**config.mk**
```make
export PLATFORM = sky130hd
export DESIGN_NAME = piso_serializer
export DESIGN_NICKNAME = d
export VERILOG_FILES = /design/src/rtl/piso_pkg.sv /design/src/rtl/bit_counter.sv /design/src/rtl/piso_serializer.sv
export SDC_FILE = /design/constraint.sdc
export NUM_CORES = 1
export LEC_CHECK = 0
export ABC_CLOCK_PERIOD_IN_PS = 3200
export CAP_MARGIN = 20
export CORE_MARGIN = 1
export CORE_UTILIZATION = 50
export DETAILED_ROUTE_END_ITERATION = 10
export PLACE_DENSITY_LB_ADDON = 0.12
export SLEW_MARGIN = 25
export SYNTH_ARGS = -nofsm -noshare
export SYNTH_HDL_FRONTEND = slang
export SYNTH_SLANG_ARGS = --single-unit
```
**constraint.sdc**
```tcl
create_clock -name clk -period 3.2 [get_ports clk]
set_input_delay 0.64 -clock clk [delete_from_list [all_inputs] [get_ports clk]]
set_output_delay 0.64 -clock clk [all_outputs]
set_load 0.03 [all_outputs]
```
**src/rtl/piso_pkg.sv**
```systemverilog
// Shared definitions for the parallel-in / serial-out serializer.
//   DefaultWidth : default word width in bits
//   state_e      : FSM state encoding (StIdle = 1'b0, StShift = 1'b1)
package piso_pkg;

   localparam int unsigned DefaultWidth = 8;

   typedef enum logic {
      StIdle  = 1'b0,
      StShift = 1'b1
   } state_e;

endpackage

```
**src/rtl/bit_counter.sv**
```systemverilog
// Frame bit counter for the serializer.
//   clk    : clock, rising edge
//   rst    : synchronous active-high reset, forces count to zero
//   clear  : synchronous clear to zero (start of frame)
//   enable : advance count by one
//   tc     : terminal count, high while count == WIDTH-1
module bit_counter #(
   parameter int unsigned WIDTH = 8
) (
   input  logic clk,
   input  logic rst,
   input  logic clear,
   input  logic enable,
   output logic tc
);

   localparam int unsigned CntW = (WIDTH > 1) ? $clog2(WIDTH) : 1;

   logic [CntW-1:0] cnt_q;

   assign tc = (cnt_q == CntW'(WIDTH - 1));

   // Holding at terminal count keeps the counter from wrapping inside a frame.
   always_ff @(posedge clk) begin
      if (rst || clear) begin
         cnt_q <= '0;
      end else if (enable && !tc) begin
         cnt_q <= cnt_q + CntW'(1);
      end
   end

endmodule

```
**src/rtl/piso_serializer.sv**
```systemverilog
// Parallel-in / serial-out serializer with valid/ready load handshake.
//   clk        : clock, rising edge
//   rst        : synchronous active-high reset
//   load_data  : parallel word to serialize
//   load_valid : load_data valid this cycle
//   load_ready : block can accept a word (high in IDLE)
//   bit_en     : shift strobe, one strobe consumes one bit
//   sdata      : registered serial data
//   sframe     : high while sdata carries a frame bit
//   done       : one-cycle pulse after the last bit is consumed
module piso_serializer
   import piso_pkg::*;
#(
   parameter int unsigned WIDTH     = DefaultWidth,
   parameter int unsigned MSB_FIRST = 1
) (
   input  logic             clk,
   input  logic             rst,
   input  logic [WIDTH-1:0] load_data,
   input  logic             load_valid,
   output logic             load_ready,
   input  logic             bit_en,
   output logic             sdata,
   output logic             sframe,
   output logic             done
);

   if (WIDTH < 2 || WIDTH > 32) begin : gen_bad_width
      $error("piso_serializer: WIDTH must be in 2..32");
   end

   state_e           state_q, state_d;
   logic [WIDTH-1:0] shreg_q, shreg_d;
   logic             sdata_q, sdata_d;
   logic             sframe_q, sframe_d;
   logic             done_q, done_d;
   logic             cnt_clear;
   logic             cnt_en;
   logic             cnt_tc;

   bit_counter #(
      .WIDTH (WIDTH)
   ) u_bit_counter (
      .clk    (clk),
      .rst    (rst),
      .clear  (cnt_clear),
      .enable (cnt_en),
      .tc     (cnt_tc)
   );

   always_comb begin
      state_d   = state_q;
      shreg_d   = shreg_q;
      sdata_d   = sdata_q;
      sframe_d  = sframe_q;
      done_d    = 1'b0;
      cnt_clear = 1'b0;
      cnt_en    = 1'b0;
      unique case (state_q)
         StIdle: begin
            sdata_d  = 1'b0;
            sframe_d = 1'b0;
            if (load_valid) begin
               shreg_d   = load_data;
               cnt_clear = 1'b1;
               state_d   = StShift;
               sframe_d  = 1'b1;
               sdata_d   = (MSB_FIRST != 0) ? load_data[WIDTH-1] : load_data[0];
            end
         end
         StShift: begin
            if (bit_en) begin
               if (cnt_tc) begin
                  state_d  = StIdle;
                  sframe_d = 1'b0;
                  sdata_d  = 1'b0;
                  done_d   = 1'b1;
               end else begin
                  cnt_en  = 1'b1;
                  shreg_d = (MSB_FIRST != 0) ? (shreg_q << 1) : (shreg_q >> 1);
                  // sdata is taken from the shifted word so it stays a plain register.
                  sdata_d = (MSB_FIRST != 0) ? shreg_d[WIDTH-1] : shreg_d[0];
               end
            end
         end
         default: state_d = StIdle;
      endcase
   end

   always_ff @(posedge clk) begin
      if (rst) begin
         state_q  <= StIdle;
         shreg_q  <= '0;
         sdata_q  <= 1'b0;
         sframe_q <= 1'b0;
         done_q   <= 1'b0;
      end else begin
         state_q  <= state_d;
         shreg_q  <= shreg_d;
         sdata_q  <= sdata_d;
         sframe_q <= sframe_d;
         done_q   <= done_d;
      end
   end

   assign load_ready = (state_q == StIdle);
   assign sdata      = sdata_q;
   assign sframe     = sframe_q;
   assign done       = done_q;

endmodule

```
# Word level (Yosys, flattened, before mapping)
# Cells that the tools add are included.
[totals] in_bits=12 word_cells=39 register_bits=14 out_inout_bits=4
[op_classes] muxes=19 reduce_logical=6 n_addsub=1 bitwise_logic=2 n_eq_ne=5
[op_table] op="2-to-1 mux 7 bit" count=3
[op_table] op="case mux 7 bit (2 select lines)" count=1
[op_table] op="2-to-1 mux 1 bit" count=12
[op_table] op="inequality test 2 bit (second input constant)" count=3
[op_table] op="case mux 1 bit (2 select lines)" count=3
[op_table] op="adder 3 x 1 -> 3 bit (second input constant)" count=1
[op_table] op="== test 3 bit (second input constant)" count=1
[op_table] op="AND reduction 3 bit" count=1
[op_table] op="OR reduction 3 bit" count=1
[op_table] op="inequality test 2 x 1 -> 1 bit (second input constant)" count=1
[op_table] op="inverter 1 bit" count=2
[op_table] op="AND reduction 2 bit" count=1
[op_table] op="logical AND 1 bit" count=1
[op_table] op="zero test 1 bit" count=1
[op_table] op="logical OR 1 bit" count=1

# Longest topological paths before layout
# Gate-level depths: netlist of the first run.
[logic_depth] ltp_word=5 depth_mapped=7

# Cells and area by module
# From an unflattened synthesis of the first run, not the netlist that was laid out.
[hier_totals] hier_cells=65 hier_area_um2=680.7
[modules_own_cells] mod="piso_serializer" area_each_um2=538.0 cells_each=53 n_inst=1
[modules_own_cells] mod="bit_counter" area_each_um2=142.6 cells_each=12 n_inst=1

# Worst setup path before layout of the first run
# Ideal clock, no wire load.
[synth_timing] kind="register -> register" startpoint="reg u_bit_counter.cnt_q[0]" endpoint="reg shreg_q[1]" t_required_ns=3.120 setup_slack_ns=1.680 synth_period_minus_slack_ns=1.520 setup_time_ns=0.080 stages_incl_launch_ff=8 path_buffers=2 arrival_ns=1.439 path_cell_list="dfxtp_1 ha_1 ha_1 and3b_1 buf_6 or2_1 buf_6 a211oi_2"
[synth_via] elab_chain_cells=3
[synth_lines] element="start: declaration" line_no="bit_counter.sv:19" text="logic [CntW-1:0] cnt_q;"
[synth_lines] element="start signal: assignment" line_no="bit_counter.sv:28" text="cnt_q <= cnt_q + CntW'(1);"
[synth_lines] element="== test 3 bit" line_no="bit_counter.sv:21" text="assign tc = (cnt_q == CntW'(WIDTH - 1));"
[synth_lines] element="inequality test 2 bit (no source line)"
[synth_lines] element="AND reduction 3 bit (no source line)"
[synth_lines] element="end signal: assignment" line_no="piso_serializer.sv:99" text="shreg_q <= shreg_d;"
[synth_lines] element="end: declaration" line_no="piso_serializer.sv:33" text="logic [WIDTH-1:0] shreg_q, shreg_d;"
# No other way between the ends.
# A chain may end at the register's enable or synchronous reset.

# Final worst setup path of the first run
[layout_timing] startpoint="reg state_q" endpoint="out load_ready"
[layout_via] elab_chain_cells=1
[layout_lines] element="start: declaration" line_no="piso_serializer.sv:32" text="state_e state_q, state_d;"
[layout_lines] element="start signal: assignment" line_no="piso_serializer.sv:92" text="state_q <= StIdle;"
[layout_lines] element="start signal: assignment" line_no="piso_serializer.sv:98" text="state_q <= state_d;"
[layout_lines] element="inverter 1 bit (no source line)"
[layout_lines] element="end: declaration" line_no="piso_serializer.sv:21" text="output logic load_ready,"
# No other way between the ends.

==> run metrics, run 1 <==
DP Worst Slack=1030 ps; Final Power=374 uW; Die Area=0.00152 sq mm; DP Wirelength=822 um; ys async rst share=0; clk sinks=14; hold path cells=2; slew at the pin closest to its max-slew limit=660 ps; skew final=2.00 ps; synth cell count leaders=14 x dfxtp_1, 9 x nor3_1, 8 x mux2i_1; Clk network pwr share=0.267; post-synthesis adder-cell area fraction=0.0547; max-cap violation count=0; most common cell in the netlist=dfxtp_1; Synth Warn #=0; CTS Root Cell=clkbuf_4; startpoint types=flop; Skew-Pair Late Insertion Delay=280 ps; Post-DRT Antenna Nets=0; count of different cell masters after synthesis=24; TritonCTS clock tree=built; RSZ-0062 raised after global routing=no; initial DRC count=3; Clock transition at path regs=80 ps; Horiz. Die Dim=39.0 um; compound-gate portion of the synthesized area=0.157; reg2reg path depth=5; Max Freq=0.510 GHz; Final Cycle Share=0.612; outcome=finished clean; Reg-to-Reg End=shreg_q[4]; Placer Congestion=0.693; CP Capture Point=load_ready; Max Root-Sink Buffers=2; synthesized flop and latch total=14; Area contributors post-synth=dfxtp_1 41%, mux2i_1 12%, a211oi_2 11%; largest net degree at the start of global routing=16; post-synthesis xor/xnor area fraction=0.0128; register area share after synthesis=0.409; r2r setup slk=1490 ps; Pre-antenna DRT Iters=3; syn avg cell area=10.4 sq um; r2r startpoint=u_bit_counter.cnt_q[0]; port bufs=15; Layout Nets=98; total gr overflow=0; total CTS buffers=3; Synth area leader=dfxtp_1; Post-synth EDFFs=0; first-pass GRT wire length=2110 um; Vias/cell=5.74; Post-CTS Setup Repair Bufs=0; setup TNS=0 ps; Mapped Area=686 sq um; final WL=1230 um; Final Hold Vio Count=0; launch point of the critical path=state_q; Avg WL per Cell=12.9 um; max-slew violations=0; post-synth top area share=0.409; CP max FO=2; via count=545; Placed Cells=92; Antenna Cells=0; crit path DAT=1320 ps; Period minus WS final=1960 ps; share of cells above drive strength 1=0.148; fillcell total=99; NetSw=103 uW; sw frac=0.276; combinational share of power=0.218; Max-slew headroom=0.559; Syn Inst Count=66; DRC=0; Final Worst Setup Slack=1240 ps; CP Capture Type=output pin; setup violators final=0; Pint=271 uW; Layout area overhead=24.6%; antenna violations before repair=0; Hold WC Path Type=flop to flop; sequential share of power=0.515; Main synth FF type=dfxtp_1; syn_nets=81; hold_buf cts=0; Pleak=0.327 nW; multiplexer share of the synthesized area=0.117; simple-gate share of the synthesized area=0.192; Critical Path RT=2560 ps; initial core utilization=0.578; Die H=39.0 um; Core ar.=0.00119 sq mm; Non-Filler Instances=95; GRT Total Usage=0.210; FP Rows=12; largest family of logic cells by synthesized area=simple AND/OR/NAND/NOR gates; H-tree lvl count=1; VDD IR max=232 uV; WS Path Type=flop to output pin; vias in the first global route=508; Post-Place Cell Area=832 sq um; pwr dens=438 mW/mm^2; CTS resizes=0; Final Instance Area=855 sq um; number of I/O pins=16
-- worst max-delay path: stages, from the launching register on --
cell and delay (ps):
dfxtp_1 310, inv_1 70, clkdlybuf4s50_1 660
-- worst min-delay path by stage --
stage / to / start / slack [ps]
after floorplan: shreg_q[0] / shreg_q[0] / 440
after global routing: shreg_q[0] / shreg_q[0] / 510
after detailed placement: shreg_q[0] / shreg_q[0] / 460
after CTS: shreg_q[0] / shreg_q[0] / 470
after global placement: shreg_q[0] / shreg_q[0] / 460
final: shreg_q[0] / shreg_q[0] / 470
-- per-layer routing --
layer / vias to the layer above / routed length [um] / GRT usage
li1: 273 / - / -
met1: 252 / 630 / 0.254
met2: 15 / 497 / 0.329
met3: 5 / 69 / 0.0520
met4: 0 / 32 / 0.129
met5: - / 0 / 0
-- logic make-up (layout without fill, tap and decap cells) --
| logic type | count (synthesis) | after routing |
|---|---|---|
| AO/OA/AOI/OAI | 11 | 11 |
| buffers and inverters | 6 | 21 |
| AND/OR/NAND/NOR | 23 | 23 |
| flip-flops | 14 | 14 |
| XOR/XNOR | 1 | 1 |
| adder cells (fa/ha/maj) | 3 | 3 |
| multiplexers | 8 | 8 |
-- power by group through the flow --
stage                     clock network (mW)  logic, mW  registers (mW)
after detailed placement                   0     0.0816           0.197
after floorplan                            0     0.0531           0.199
after global placement                     0     0.0805           0.197
after CTS                             0.0993     0.0824           0.193
after global routing                   0.107     0.0891           0.194
final                                 0.0999     0.0818           0.193
-- state kept, by name (all words and copies together) (netlist names) --
name                 count
shreg_q                  7
u_bit_counter.cnt_q      3
done                     1
sdata                    1
sframe                   1
state_q                  1
-- final cells by class --
type / instances / area (sq um) / share of cell area
Inverter: 1 / 3.75 / 0.00439
Tap cell: 14 / 17.5 / 0.0205
Multi-Input combinational cell: 46 / 365 / 0.428
Sequential cell: 14 / 280 / 0.328
Timing Repair Buffer: 17 / 165 / 0.193
Clock buffer: 3 / 22.5 / 0.0264
-- metrics by stage --
stage	hold slack [ps]	utilization
after floorplan	441	-
after global placement	460	0.701
after detailed placement	458	0.701
after CTS	471	0.720
after global routing	509	0.720
final	471	0.720
-- cells in the final DEF, fill, tap and decap left out, drive strengths merged, types with 2 or more instances in the layout --
cell	n
buf	2
nor3	9
nor2	3
dfxtp	14
nand2	3
clkbuf	3
a211oi	6
ha	3
clkdlybuf4s50	15
mux2i	8
nand2b	2
(Power assumes the default switching activity.)
==> run 2, diff against run 1 <==
ABC_CLOCK_PERIOD_IN_PS = 2000   (was 3200)
CORE_UTILIZATION = 47   (was 50)
clock period = 2 ns   (was 3.2 ns; I/O delays follow)
==> run 2 against run 1 <==
  * Critical endpoint unchanged
  * Critical path depth unchanged
  * Hold slack worse by 2.1 ps
  * Total power up 59%
  * Combinational power up 65%
  * Register-to-register slack worse by 1000 ps
  * Sequential power up 60%
==> run metrics, run 2 (synthesis gave the netlist of run 1 again) <==
Placed Cells=96; number of I/O pins=16; Final Cycle Share=0.857; skew final=3.16 ps; RSZ-0062 raised after global routing=no; setup violators final=0; Layout area overhead=28.1%; Die Area=0.00162 sq mm; Hold WC Path Type=flop to flop; clk sinks=14; most flop-heavy register=shreg_q; Clock transition at path regs=80 ps; Max-slew headroom=0.753; port bufs=15; GRT Total Usage=0.186; NetSw=158 uW; CTS resizes=0; Die H=40.2 um; DRC=0; CP Capture Type=output pin; setup TNS=0 ps; antenna violations before repair=0; Final Hold Vio Count=0; sequential share of power=0.517; VDD IR max=368 uV; share of cells above drive strength 1=0.179; Critical Path RT=1600 ps; startpoint types=flop; Max Root-Sink Buffers=2; max-cap violation count=0; initial core utilization=0.514; Max Freq=0.584 GHz; hold_buf cts=0; Pre-antenna DRT Iters=2; Vias/cell=5.35; footprint of the multi-input gates=365 sq um; outcome=finished clean; Pleak=0.342 nW; largest net degree at the start of global routing=14; Skew-Pair Late Insertion Delay=270 ps; Antenna Cells=0; FF+latch area=280 sq um; vias in the first global route=487; via count=530; Post-CTS Setup Repair Bufs=0; Largest register FFs=7; CTS Root Cell=clkbuf_4; slew at the pin closest to its max-slew limit=371 ps; most common cell after layout, fill and taps aside=clkdlybuf4s50_1; initial DRC count=7; Final Power=596 uW; H-tree lvl count=1; TritonCTS clock tree=built; Post-Place Cell Area=856 sq um; Core ar.=0.00133 sq mm; first-pass GRT wire length=2000 um; sw frac=0.266; CP max FO=2; Period minus WS final=1710 ps; Layout Nets=101; Top Registers=shreg_q x7, u_bit_counter.cnt_q x3; max-slew violations=0; Placer Congestion=0.672; Clk network pwr share=0.256; Avg WL per Cell=12.6 um; Horiz. Die Dim=40.2 um; total gr overflow=0; DP Wirelength=943 um; fillcell total=108; final core utilization=0.659; Pint=438 uW; Final Instance Area=878 sq um; crit path DAT=1310 ps; most frequent cells in the layout=15 x clkdlybuf4s50_1, 14 x dfxtp_1, 9 x nor3_1, 8 x mux2i_1, 6 x a211oi_2; final WL=1250 um; total CTS buffers=3; WS Path Type=flop to output pin; Non-Filler Instances=99; FP Rows=13; pwr dens=679 mW/mm^2; Post-DRT Antenna Nets=0; combinational share of power=0.227
run 2: power by group through the flow:
stage,clock (mW),sequential (mW),combinational [mW]
after detailed placement,0,0.315,0.136
after global placement,0,0.314,0.135
after global routing,0.174,0.311,0.147
after floorplan,0,0.319,0.0850
final,0.153,0.308,0.135
after CTS,0.162,0.308,0.137
run 2: area by class of cell:
cell class / instances / share of cell area
Clock buffer: 3 / 0.0256
Timing Repair Buffer: 20 / 0.214
Sequential cell: 14 / 0.319
Inverter: 1 / 0.00427
Multi-Input combinational cell: 46 / 0.416
Tap cell: 15 / 0.0214
run 2: path summary, 6_finish.rpt:
kind                     startpoint    endpoint  slack, ps  depth (start not counted)
max                         state_q  load_ready        290                          2
min                      shreg_q[0]  shreg_q[0]        470                          2
max reg2reg  u_bit_counter.cnt_q[0]  shreg_q[1]        450                          5
min reg2reg              shreg_q[0]  shreg_q[0]        470                          2
run 2: critical path: stages (launching register included):
cell and delay (ps):
dfxtp_1 310, inv_1 70, clkdlybuf4s50_1 660
run 2: metrics by stage:
stage	setup WS, ps	hold WS, ps
after floorplan	480	441
after global placement	219	459
after detailed placement	194	460
after CTS	265	472
after global routing	228	507
final	286	469
run 2: per-layer routing:
metal	GRT usage	wire length, um
met1	0.228	611
met2	0.302	556
met3	0.0556	73
met4	0.0750	5
met5	0	0
==> run 3, diff against run 2 <==
HOLD_SLACK_MARGIN = 0.08   (was default)
==> results of run 3 <==
No change in the layout: final DEF, timing and power equal those of run 2.
